## config.mk

```make
export PLATFORM = sky130hd
export DESIGN_NAME = uart_tx_queue_flat
export DESIGN_NICKNAME = d
export VERILOG_FILES = /design/src/rtl/uart_tx_queue_pkg.sv /design/src/rtl/uart_tx_queue_if.sv /design/src/rtl/uart_tx_queue_sync_fifo.sv /design/src/rtl/uart_tx_queue.sv /design/src/flat_wrapper.sv
export SDC_FILE = /design/constraint.sdc
export NUM_CORES = 1
export LEC_CHECK = 0
export ABC_AREA = 1
export CAP_MARGIN = 5
export CORE_MARGIN = 2
export CORE_UTILIZATION = 50
export DETAILED_ROUTE_END_ITERATION = 7
export GPL_TIMING_DRIVEN = 0
export HOLD_SLACK_MARGIN = 0.03
export PLACE_DENSITY = 0.65
export SYNTH_ARGS = -nofsm -noshare
export SYNTH_HDL_FRONTEND = slang
export SYNTH_SLANG_ARGS = --single-unit
```

## constraint.sdc

```tcl
create_clock -name clk -period 5.8 [get_ports clk]
set_input_delay 1.16 -clock clk [delete_from_list [all_inputs] [get_ports clk]]
set_output_delay 1.16 -clock clk [all_outputs]
set_load 0.02 [all_outputs]
```

## src/rtl/uart_tx_queue_pkg.sv

```systemverilog
// Shared types and defaults for the keyboard-to-UART transmit queue.
package uart_tx_queue_pkg;

    localparam int UART_TX_QUEUE_DEPTH = 16;

    typedef logic [7:0] UartByte_t;

    typedef enum logic [1:0] {
        IDLE,
        WAIT_BUSY,
        WAIT_IDLE
    } UartTxQueueState_t;

    // Occupancy needs one extra bit so that DEPTH entries is distinct from zero.
    function automatic int count_width(input int depth);
        return $clog2(depth) + 1;
    endfunction

endpackage

```

## src/rtl/uart_tx_queue_if.sv

```systemverilog
// Bundle of the producer, transmitter and status signals around the transmit queue.
interface uart_tx_queue_if
    import uart_tx_queue_pkg::*;
#(
    parameter int DEPTH = UART_TX_QUEUE_DEPTH
) ();

    logic                          pushValid;
    UartByte_t                     pushData;
    logic                          txBusy;
    logic                          txStart;
    UartByte_t                     txData;
    logic                          full;
    logic                          empty;
    logic [count_width(DEPTH)-1:0] count;
    logic                          overflow;

    modport master (
        output pushValid, pushData, txBusy,
        input  txStart, txData, full, empty, count, overflow
    );

    modport slave (
        input  pushValid, pushData, txBusy,
        output txStart, txData, full, empty, count, overflow
    );

endinterface

```

## src/rtl/uart_tx_queue_sync_fifo.sv

```systemverilog
// Single-clock FIFO with registered read port; strobes beyond full/empty are ignored.
module uart_tx_queue_sync_fifo
    import uart_tx_queue_pkg::*;
#(
    parameter int DEPTH = UART_TX_QUEUE_DEPTH
) (
    input  logic                          clk,
    input  logic                          rst,
    input  logic                          push,
    input  UartByte_t                     wr_data,
    input  logic                          pop,
    output UartByte_t                     rd_data,
    output logic [count_width(DEPTH)-1:0] count,
    output logic                          full,
    output logic                          empty
);

    localparam int AW = $clog2(DEPTH);
    localparam int CW = count_width(DEPTH);

    UartByte_t         mem [DEPTH];
    logic [AW-1:0]     wptr_reg;
    logic [AW-1:0]     rptr_reg;
    logic [CW-1:0]     count_reg;
    UartByte_t         rd_data_reg;
    logic              push_ok;
    logic              pop_ok;

    assign full    = (count_reg == CW'(DEPTH));
    assign empty   = (count_reg == '0);
    assign push_ok = push && !full;
    assign pop_ok  = pop && !empty;

    // Storage is deliberately left out of reset so it maps onto block RAM.
    always_ff @(posedge clk) begin
        if (push_ok) begin
            mem[wptr_reg] <= wr_data;
        end
    end

    always_ff @(posedge clk or posedge rst) begin
        if (rst) begin
            wptr_reg    <= '0;
            rptr_reg    <= '0;
            count_reg   <= '0;
            rd_data_reg <= '0;
        end else begin
            if (push_ok) begin
                wptr_reg <= wptr_reg + 1'b1;
            end
            if (pop_ok) begin
                rptr_reg    <= rptr_reg + 1'b1;
                rd_data_reg <= mem[rptr_reg];
            end
            case ({push_ok, pop_ok})
                2'b10:   count_reg <= count_reg + 1'b1;
                2'b01:   count_reg <= count_reg - 1'b1;
                default: count_reg <= count_reg;
            endcase
        end
    end

    assign rd_data = rd_data_reg;
    assign count   = count_reg;

endmodule

```

## src/rtl/uart_tx_queue.sv

```systemverilog
// Queues keyboard ASCII bytes and hands them to the UART transmitter one at a time,
// never starting a byte while the transmitter reports busy.
module uart_tx_queue
    import uart_tx_queue_pkg::*;
#(
    parameter int DEPTH        = UART_TX_QUEUE_DEPTH,
    parameter int FILTER_NUL   = 1,
    parameter int BUSY_TIMEOUT = 4
) (
    input  logic           clk,
    input  logic           rst,
    uart_tx_queue_if.slave bus
);

    localparam int CW = count_width(DEPTH);
    localparam int TW = (BUSY_TIMEOUT > 1) ? $clog2(BUSY_TIMEOUT) : 1;
    localparam logic [TW-1:0] TIMER_LAST = TW'(BUSY_TIMEOUT - 1);

    UartTxQueueState_t state_reg;
    UartTxQueueState_t state_next;
    logic [TW-1:0]     timer_reg;
    logic [TW-1:0]     timer_next;
    logic              tx_start_reg;
    logic              overflow_reg;

    logic              is_nul;
    logic              push_req;
    logic              push;
    logic              pop;
    logic              fifo_full;
    logic              fifo_empty;
    logic [CW-1:0]     fifo_count;
    UartByte_t         fifo_rd_data;

    // Unmapped keys decode to NUL; dropping them here keeps them out of overflow too.
    assign is_nul   = (FILTER_NUL != 0) && (bus.pushData == 8'h00);
    assign push_req = bus.pushValid && !is_nul;
    assign push     = push_req && !fifo_full;

    uart_tx_queue_sync_fifo #(
        .DEPTH   (DEPTH)
    ) u_fifo (
        .clk     (clk),
        .rst     (rst),
        .push    (push),
        .wr_data (bus.pushData),
        .pop     (pop),
        .rd_data (fifo_rd_data),
        .count   (fifo_count),
        .full    (fifo_full),
        .empty   (fifo_empty)
    );

    always_comb begin
        state_next = state_reg;
        timer_next = timer_reg;
        pop        = 1'b0;
        case (state_reg)
            IDLE: begin
                timer_next = '0;
                if (!fifo_empty && !bus.txBusy) begin
                    pop        = 1'b1;
                    state_next = WAIT_BUSY;
                end
            end
            // A transmitter that never raises busy is assumed to have taken the byte.
            WAIT_BUSY: begin
                if (bus.txBusy) begin
                    state_next = WAIT_IDLE;
                end else if (timer_reg == TIMER_LAST) begin
                    state_next = IDLE;
                end else begin
                    timer_next = timer_reg + 1'b1;
                end
            end
            WAIT_IDLE: begin
                if (!bus.txBusy) begin
                    state_next = IDLE;
                end
            end
            default: begin
                state_next = IDLE;
            end
        endcase
    end

    always_ff @(posedge clk or posedge rst) begin
        if (rst) begin
            state_reg    <= IDLE;
            timer_reg    <= '0;
            tx_start_reg <= 1'b0;
            overflow_reg <= 1'b0;
        end else begin
            state_reg    <= state_next;
            timer_reg    <= timer_next;
            tx_start_reg <= pop;
            if (push_req && fifo_full) begin
                overflow_reg <= 1'b1;
            end
        end
    end

    assign bus.txStart  = tx_start_reg;
    assign bus.txData   = fifo_rd_data;
    assign bus.full     = fifo_full;
    assign bus.empty    = fifo_empty;
    assign bus.count    = fifo_count;
    assign bus.overflow = overflow_reg;

endmodule
```

## src/flat_wrapper.sv

```systemverilog
// flat-port wrapper written by rule: the top's interface ports become plain ports
module uart_tx_queue_flat import uart_tx_queue_pkg::*;
#(
    parameter int DEPTH        = UART_TX_QUEUE_DEPTH,
    parameter int FILTER_NUL   = 1,
    parameter int BUSY_TIMEOUT = 4
)
  (clk, rst, bus_pushValid, bus_pushData, bus_txBusy, bus_txStart, bus_txData, bus_full, bus_empty, bus_count, bus_overflow);
  uart_tx_queue_if #(.DEPTH(DEPTH)) bus_i ();
  input  logic clk;
  input  logic rst;
  input wire logic [$bits(bus_i.pushValid)-1:0] bus_pushValid;
  input wire logic [$bits(bus_i.pushData)-1:0] bus_pushData;
  input wire logic [$bits(bus_i.txBusy)-1:0] bus_txBusy;
  output wire logic [$bits(bus_i.txStart)-1:0] bus_txStart;
  output wire logic [$bits(bus_i.txData)-1:0] bus_txData;
  output wire logic [$bits(bus_i.full)-1:0] bus_full;
  output wire logic [$bits(bus_i.empty)-1:0] bus_empty;
  output wire logic [$bits(bus_i.count)-1:0] bus_count;
  output wire logic [$bits(bus_i.overflow)-1:0] bus_overflow;
  assign bus_i.pushValid = bus_pushValid;
  assign bus_i.pushData = bus_pushData;
  assign bus_i.txBusy = bus_txBusy;
  assign bus_txStart = bus_i.txStart;
  assign bus_txData = bus_i.txData;
  assign bus_full = bus_i.full;
  assign bus_empty = bus_i.empty;
  assign bus_count = bus_i.count;
  assign bus_overflow = bus_i.overflow;
  uart_tx_queue #(.DEPTH(DEPTH), .FILTER_NUL(FILTER_NUL), .BUSY_TIMEOUT(BUSY_TIMEOUT)) u_core (.clk(clk), .rst(rst), .bus(bus_i));
endmodule
```

== Yosys cells after proc, flatten, opt, wreduce, memory -nomap -nowiden ==
Memory sizes are Yosys's and may differ from the RTL's. A register that Yosys moved wholly into a read port is not among the register bits.
Cells that the tools add are included.
Word-level totals
  register bits: 19
  bits in writable memories: 128
  bits of input ports: 12
  output and inout bits: 17
  word-level logic and storage cells: 54
  memories kept: 1
Cells by class
  $add $sub $neg: 5
  equality and inequality tests: 11
  multiplexer cells: 13
  reduce and logical (&&, ||, !) cells: 17
Memory list
  u_core.u_fifo.mem: depth 16, width 8, read ports 1, clocked after memory_dff 1, wr ports 1, line uart_tx_queue_sync_fifo.sv:21  | UartByte_t mem [DEPTH];
Operators by type and width (count)
  two-way mux 2 bit: 6
  case mux 5 bit (2 select lines): 1
  adder 4 x 1 -> 4 bit, second input constant: 2
  zero test 8 bit: 1
  == test 2 bit, second input constant: 3
  logical AND 1 bit: 6
  inequality test 2 bit, second input constant: 3
  case mux 2 bit (3 select lines): 1
  AND reduction 3 bit: 2
  adder 5 x 1 -> 5 bit, second input constant: 1
  == test 5 bit, second input constant: 1
  zero test 5 bit: 1
  subtractor 5 x 1 -> 5 bit, second input constant: 1
  == test 2 x 1 -> 1 bit, second input constant: 2
  zero test 1 bit: 4
  two-way mux 1 bit: 4
  case mux 2 bit (2 select lines): 1
  nonzero test 2 bit: 2
  inequality test 3 x 2 -> 1 bit, second input constant: 1
  adder 2 x 1 -> 2 bit, second input constant: 1
  zero test 2 bit: 1
  inequality test 2 x 1 -> 1 bit, second input constant: 1

== Longest topological paths before layout ==
  depth in word-level cells: 8
  mapped depth: 14

== Hierarchy ==
From an unflattened synthesis, not the netlist that was laid out.
Second synthesis, totals
  cell total of the unflattened synthesis: 717
  area total of the unflattened synthesis: 7014.2 µm²
By module, submodules not included
  uart_tx_queue_sync_fifo: times used 1, cells an instance 673, area each 6691.4 µm², sequential area each 4369.2 µm²
  uart_tx_queue: times used 1, cells an instance 44, area each 322.8 µm², sequential area each 150.1 µm²

== Worst setup path before layout ==
OpenSTA, ideal clock, no wires.
  path kind: input -> register
  from: input bus_pushData[1]
  to: register u_core.u_fifo.count_reg[4], in the netlist u_core.u_fifo.count[4]
  setup time: 0.083 ns
  arrival time: 2.879 ns
  required time: 5.717 ns
  slack: 2.839 ns
  cell stages on the path: 12
  cell sequence: nor4_1 -> nand2_1 -> nand3_2 -> buf_4 -> ha_1 -> ha_1 -> nand2_1 -> nand2_1 -> a21oi_1 -> xor2_1 -> nand2_1 -> o21ai_0
On the way
  word-level cells in the longest chain between the ends: 7
  elaborated cells on any way between the ends: 9
  those cells by class: eq/ne (2); mux (1); reduce/logical (6)
Ends and longest elaborated chain
  from (decl): line flat_wrapper.sv:13  | input wire logic [$bits(bus_i.pushData)-1:0] bus_pushData;
  zero test 8 bit *: line uart_tx_queue.sv:36  | assign is_nul = (FILTER_NUL != 0) && (bus.pushData == 8'h00);
  zero test 1 bit *: line uart_tx_queue.sv:37  | assign push_req = bus.pushValid && !is_nul;
  logical AND 1 bit *: line uart_tx_queue.sv:37
  logical AND 1 bit *: line uart_tx_queue.sv:38  | assign push = push_req && !fifo_full;
  logical AND 1 bit *: line uart_tx_queue_sync_fifo.sv:31  | assign push_ok = push && !full;
  == test 2 x 1 -> 1 bit or == test 2 bit (tied branches): line uart_tx_queue_sync_fifo.sv:55  | case ({push_ok, pop_ok})
  case mux 5 bit (2 select lines) or nonzero test 2 bit (tied branches)
  to (signal assigned): line uart_tx_queue_sync_fifo.sv:56  | 2'b10: count_reg <= count_reg + 1'b1;
  to (signal assigned): line uart_tx_queue_sync_fifo.sv:57  | 2'b01: count_reg <= count_reg - 1'b1;
  to (signal assigned): line uart_tx_queue_sync_fifo.sv:58  | default: count_reg <= count_reg;
  to (decl): line uart_tx_queue_sync_fifo.sv:24  | logic [CW-1:0] count_reg;
Every way passes the cells marked *; elsewhere a longest branch is shown, timed or not.
A chain may end at the register's enable or synchronous reset.

== Worst setup path after layout ==
  from: input bus_pushData[3]
  to: register u_core.u_fifo.count_reg[4], in the netlist u_core.u_fifo.count[4]
Same word-level chain as after synthesis.

==> flow_summary.toml <==
[detailed_routing]
antenna_left = 0
firstDrtPassIters = 5
drc = 0
wire_per_inst_microns = 18.2
wl_mm = 17.3
viasPerCell = 5.13
drt-initial-drc-count = 418
num_vias = 4862

[global_route]
grt_use_total = 0.248
grt-ovfl-total = 0
grt_pass1_wl_mm = 26.4
grt_pass1_vias = 4685
grt_max_degree = 28
grt_antenna_before_repair = 0

[setup_path]
cp_slowest_stage_delay_ns = 0.86
slowest_stage = "clkdlybuf4s50_1"
worst-endpoint-required_ns = 6.14
start_kind = "input pin"
crit_fanout = 17
arrival_ns = 4.27
end_kind = "flop"
path_class = "input pin to flop"
path_cells = "clkdlybuf4s50_1 > nor4_1 > nand2_1 > nand3_2 > buf_4 > ha_1 > ha_1 > nand2_1 > nand2_1 > a21oi_1 > xor2_1 > nand2_1 > o21ai_0"
cp_common_cell = "nand2_1"

[sta]
tightest_slew_ns = 1.08
min_period_over_period = 0.677
relSlewSlack = 0.276
setup-violations-final = 0
fin_skew_ns = 0.00641
tns_ns = 0
fmax_mhz = 255
slew_viol_final = 0
period_needed_ns = 3.92
finalHoldViolations = 0
rsz0062_at_grt = "false"

[synth]
ys_warn_count = 0
avgSynthCellArea_sq_um = 9.95
synth_top_area_share = 0.547
yosys.area.top_type = "edfxtp_1"
ys_types = 26
syn-cell-area_sq_mm = 0.00702
synth_area_leaders = "edfxtp_1 (55%), nand2_1 (13%), dfrtp_1 (9.6%), nand3_1 (7.0%), inv_1 (6.1%)"
seq_area_frac_synth = 0.644
synth_fp_nets = 729
synth_cells = 706
ys_ff_latch = 155

[floorplan]
die_height_microns = 123
die_w_microns = 123
core-area_sq_mm = 0.0138
design.die.area_sq_mm = 0.0150
start_util = 0.510
core.rowCount = 43
ios = 29

[clocking]
cts-htree-levels = 4
cts_tree = "done"
cts_buffers = 17
ctsHoldBuffers = 0
ctsResizeCount = 0
cts_max_path_buffers = 2
clock_sinks = 155
insertion_delay_ns = 0.43
postCtsSetupBuffers = 0
cts_root_buffer = "clkbuf_16"
clkTransAtPathRegs_ns = 0.06

[job]
drv_cap = 0

[power_and_ir_drop]
p_per_area_mw_per_mm2 = 508
irDropWorstVdd_mv = 0.217
p_leak_nw = 3.63

[layout]
layout_common_cells = "nand2_1 (238), edfxtp_1 (128), inv_1 (114)"
drive_gt1_frac = 0.0808
largest_reg_flops = 128
area_delta_synth_final_pct = 16.2
postLayoutCoreUtil = 0.593
antenna_cells = 0
nFillCells = 1184
final_common_cell = "nand2_1"
nets = 777

[placement]
dp_hpwl_mm = 11.6
portBuffers = 28
gp_congestion = 0.893

[worst_hold_path]
hold_path_class = "flop to flop"

[run_status]
outcome = "finished clean"
==> final cells by class <==
class                           instances  area, sq um  area share
Sequential cell                       155         4520       0.554
Multi-Input combinational cell        403         1830       0.224
Inverter                              118          443      0.0543
Clock buffer                           18          429      0.0526
Timing Repair Buffer                   29          308      0.0377
Buffer                                 30          230      0.0282
Tap cell                              180          225      0.0276
Clock inverter                         14          178      0.0218
==> power breakdown <==
group	leakage [nW]	total [mW]	internal [mW]	switching, mW
Sequential	1.49	1.45	1.37	0.0791
Combinational	1.85	1.55	0.539	1.01
Clock	0.287	1.15	0.712	0.433
Total	3.63	4.15	2.63	1.52
==> Yosys cell counts <==
master    number
a21boi_0       1
a21oi_1        2
a31oi_1        1
buf_2         13
buf_4          3
buf_6         12
clkbuf_1       2
clkinv_1       1
dfrtp_1       27
edfxtp_1     128
fa_1           1
ha_1          10
inv_1        114
inv_2          3
nand2_1      238
nand3_1       98
nand3_2        1
nand4_1        6
nor2_1        26
nor3_1         1
nor4_1         2
o21ai_0        5
o21ai_1        1
o21bai_1       2
xnor2_1        2
xor2_1         6
==> cells by family after synthesis <==
| kind of cell | after synthesis | synth area share |
|---|---|---|
| AND/OR/NAND/NOR | 372 | 0.220 |
| XOR/XNOR | 8 | 0.00998 |
| adder cells (fa/ha/maj) | 11 | 0.0207 |
| buffers and inverters | 148 | 0.0958 |
| AO/OA/AOI/OAI | 12 | 0.00980 |
| flip-flops | 155 | 0.644 |
==> per-layer routing <==
layer,GRT usage,vias up,part of all wire,wire length [microns]
met2,0.403,143,0.48,8340
met4,0.0898,0,0.021,361
li1,-,2356,-,-
met1,0.337,2341,0.44,7610
met5,0,-,0,0
met3,0.0409,22,0.055,943
==> through the flow <==
stage               setup slack [ns]  cell area (sq um)  cells  power [mW]  hold slack, ns
floorplan                       2.84               7020    706        2.47           0.414
global placement                1.61               7530    914        2.98           0.430
detailed placement              1.48               7530    914        3.01           0.444
CTS                             1.92               8140    946        4.15           0.454
global route                    1.70               8160    947        4.39           0.470
finish                          1.88               8160    947        4.15           0.447
==> worst paths after layout <==
path / from / slack (ns) / cells past startpoint / end
hold / removal: u_core.state_reg[0] / 0.45 / 1 / u_core.state_reg[1]
setup / recovery: bus_pushData[3] / 1.88 / 13 / u_core.u_fifo.count[4]
min in group asynchronous: rst / 1.00 / 2 / u_core.u_fifo.count[3]
max in group asynchronous: rst / 4.35 / 3 / u_core.state_reg[1]
hold reg to reg: u_core.state_reg[0] / 0.45 / 1 / u_core.state_reg[1]
setup reg to reg: u_core.u_fifo.count[3] / 2.96 / 13 / u_core.u_fifo.count[4]
==> worst max-delay path, delay by kind of cell <==
kind | cells | cell delay [ns]
AOI/OAI and AO/OA | 2 | 0.26
adders and majority gates | 2 | 0.62
xor gates and xnor gates | 1 | 0.17
buffers and inverters | 2 | 1.05
and+or+nand+nor | 6 | 1.00
Note: power is estimated with default switching activity, not from simulation.
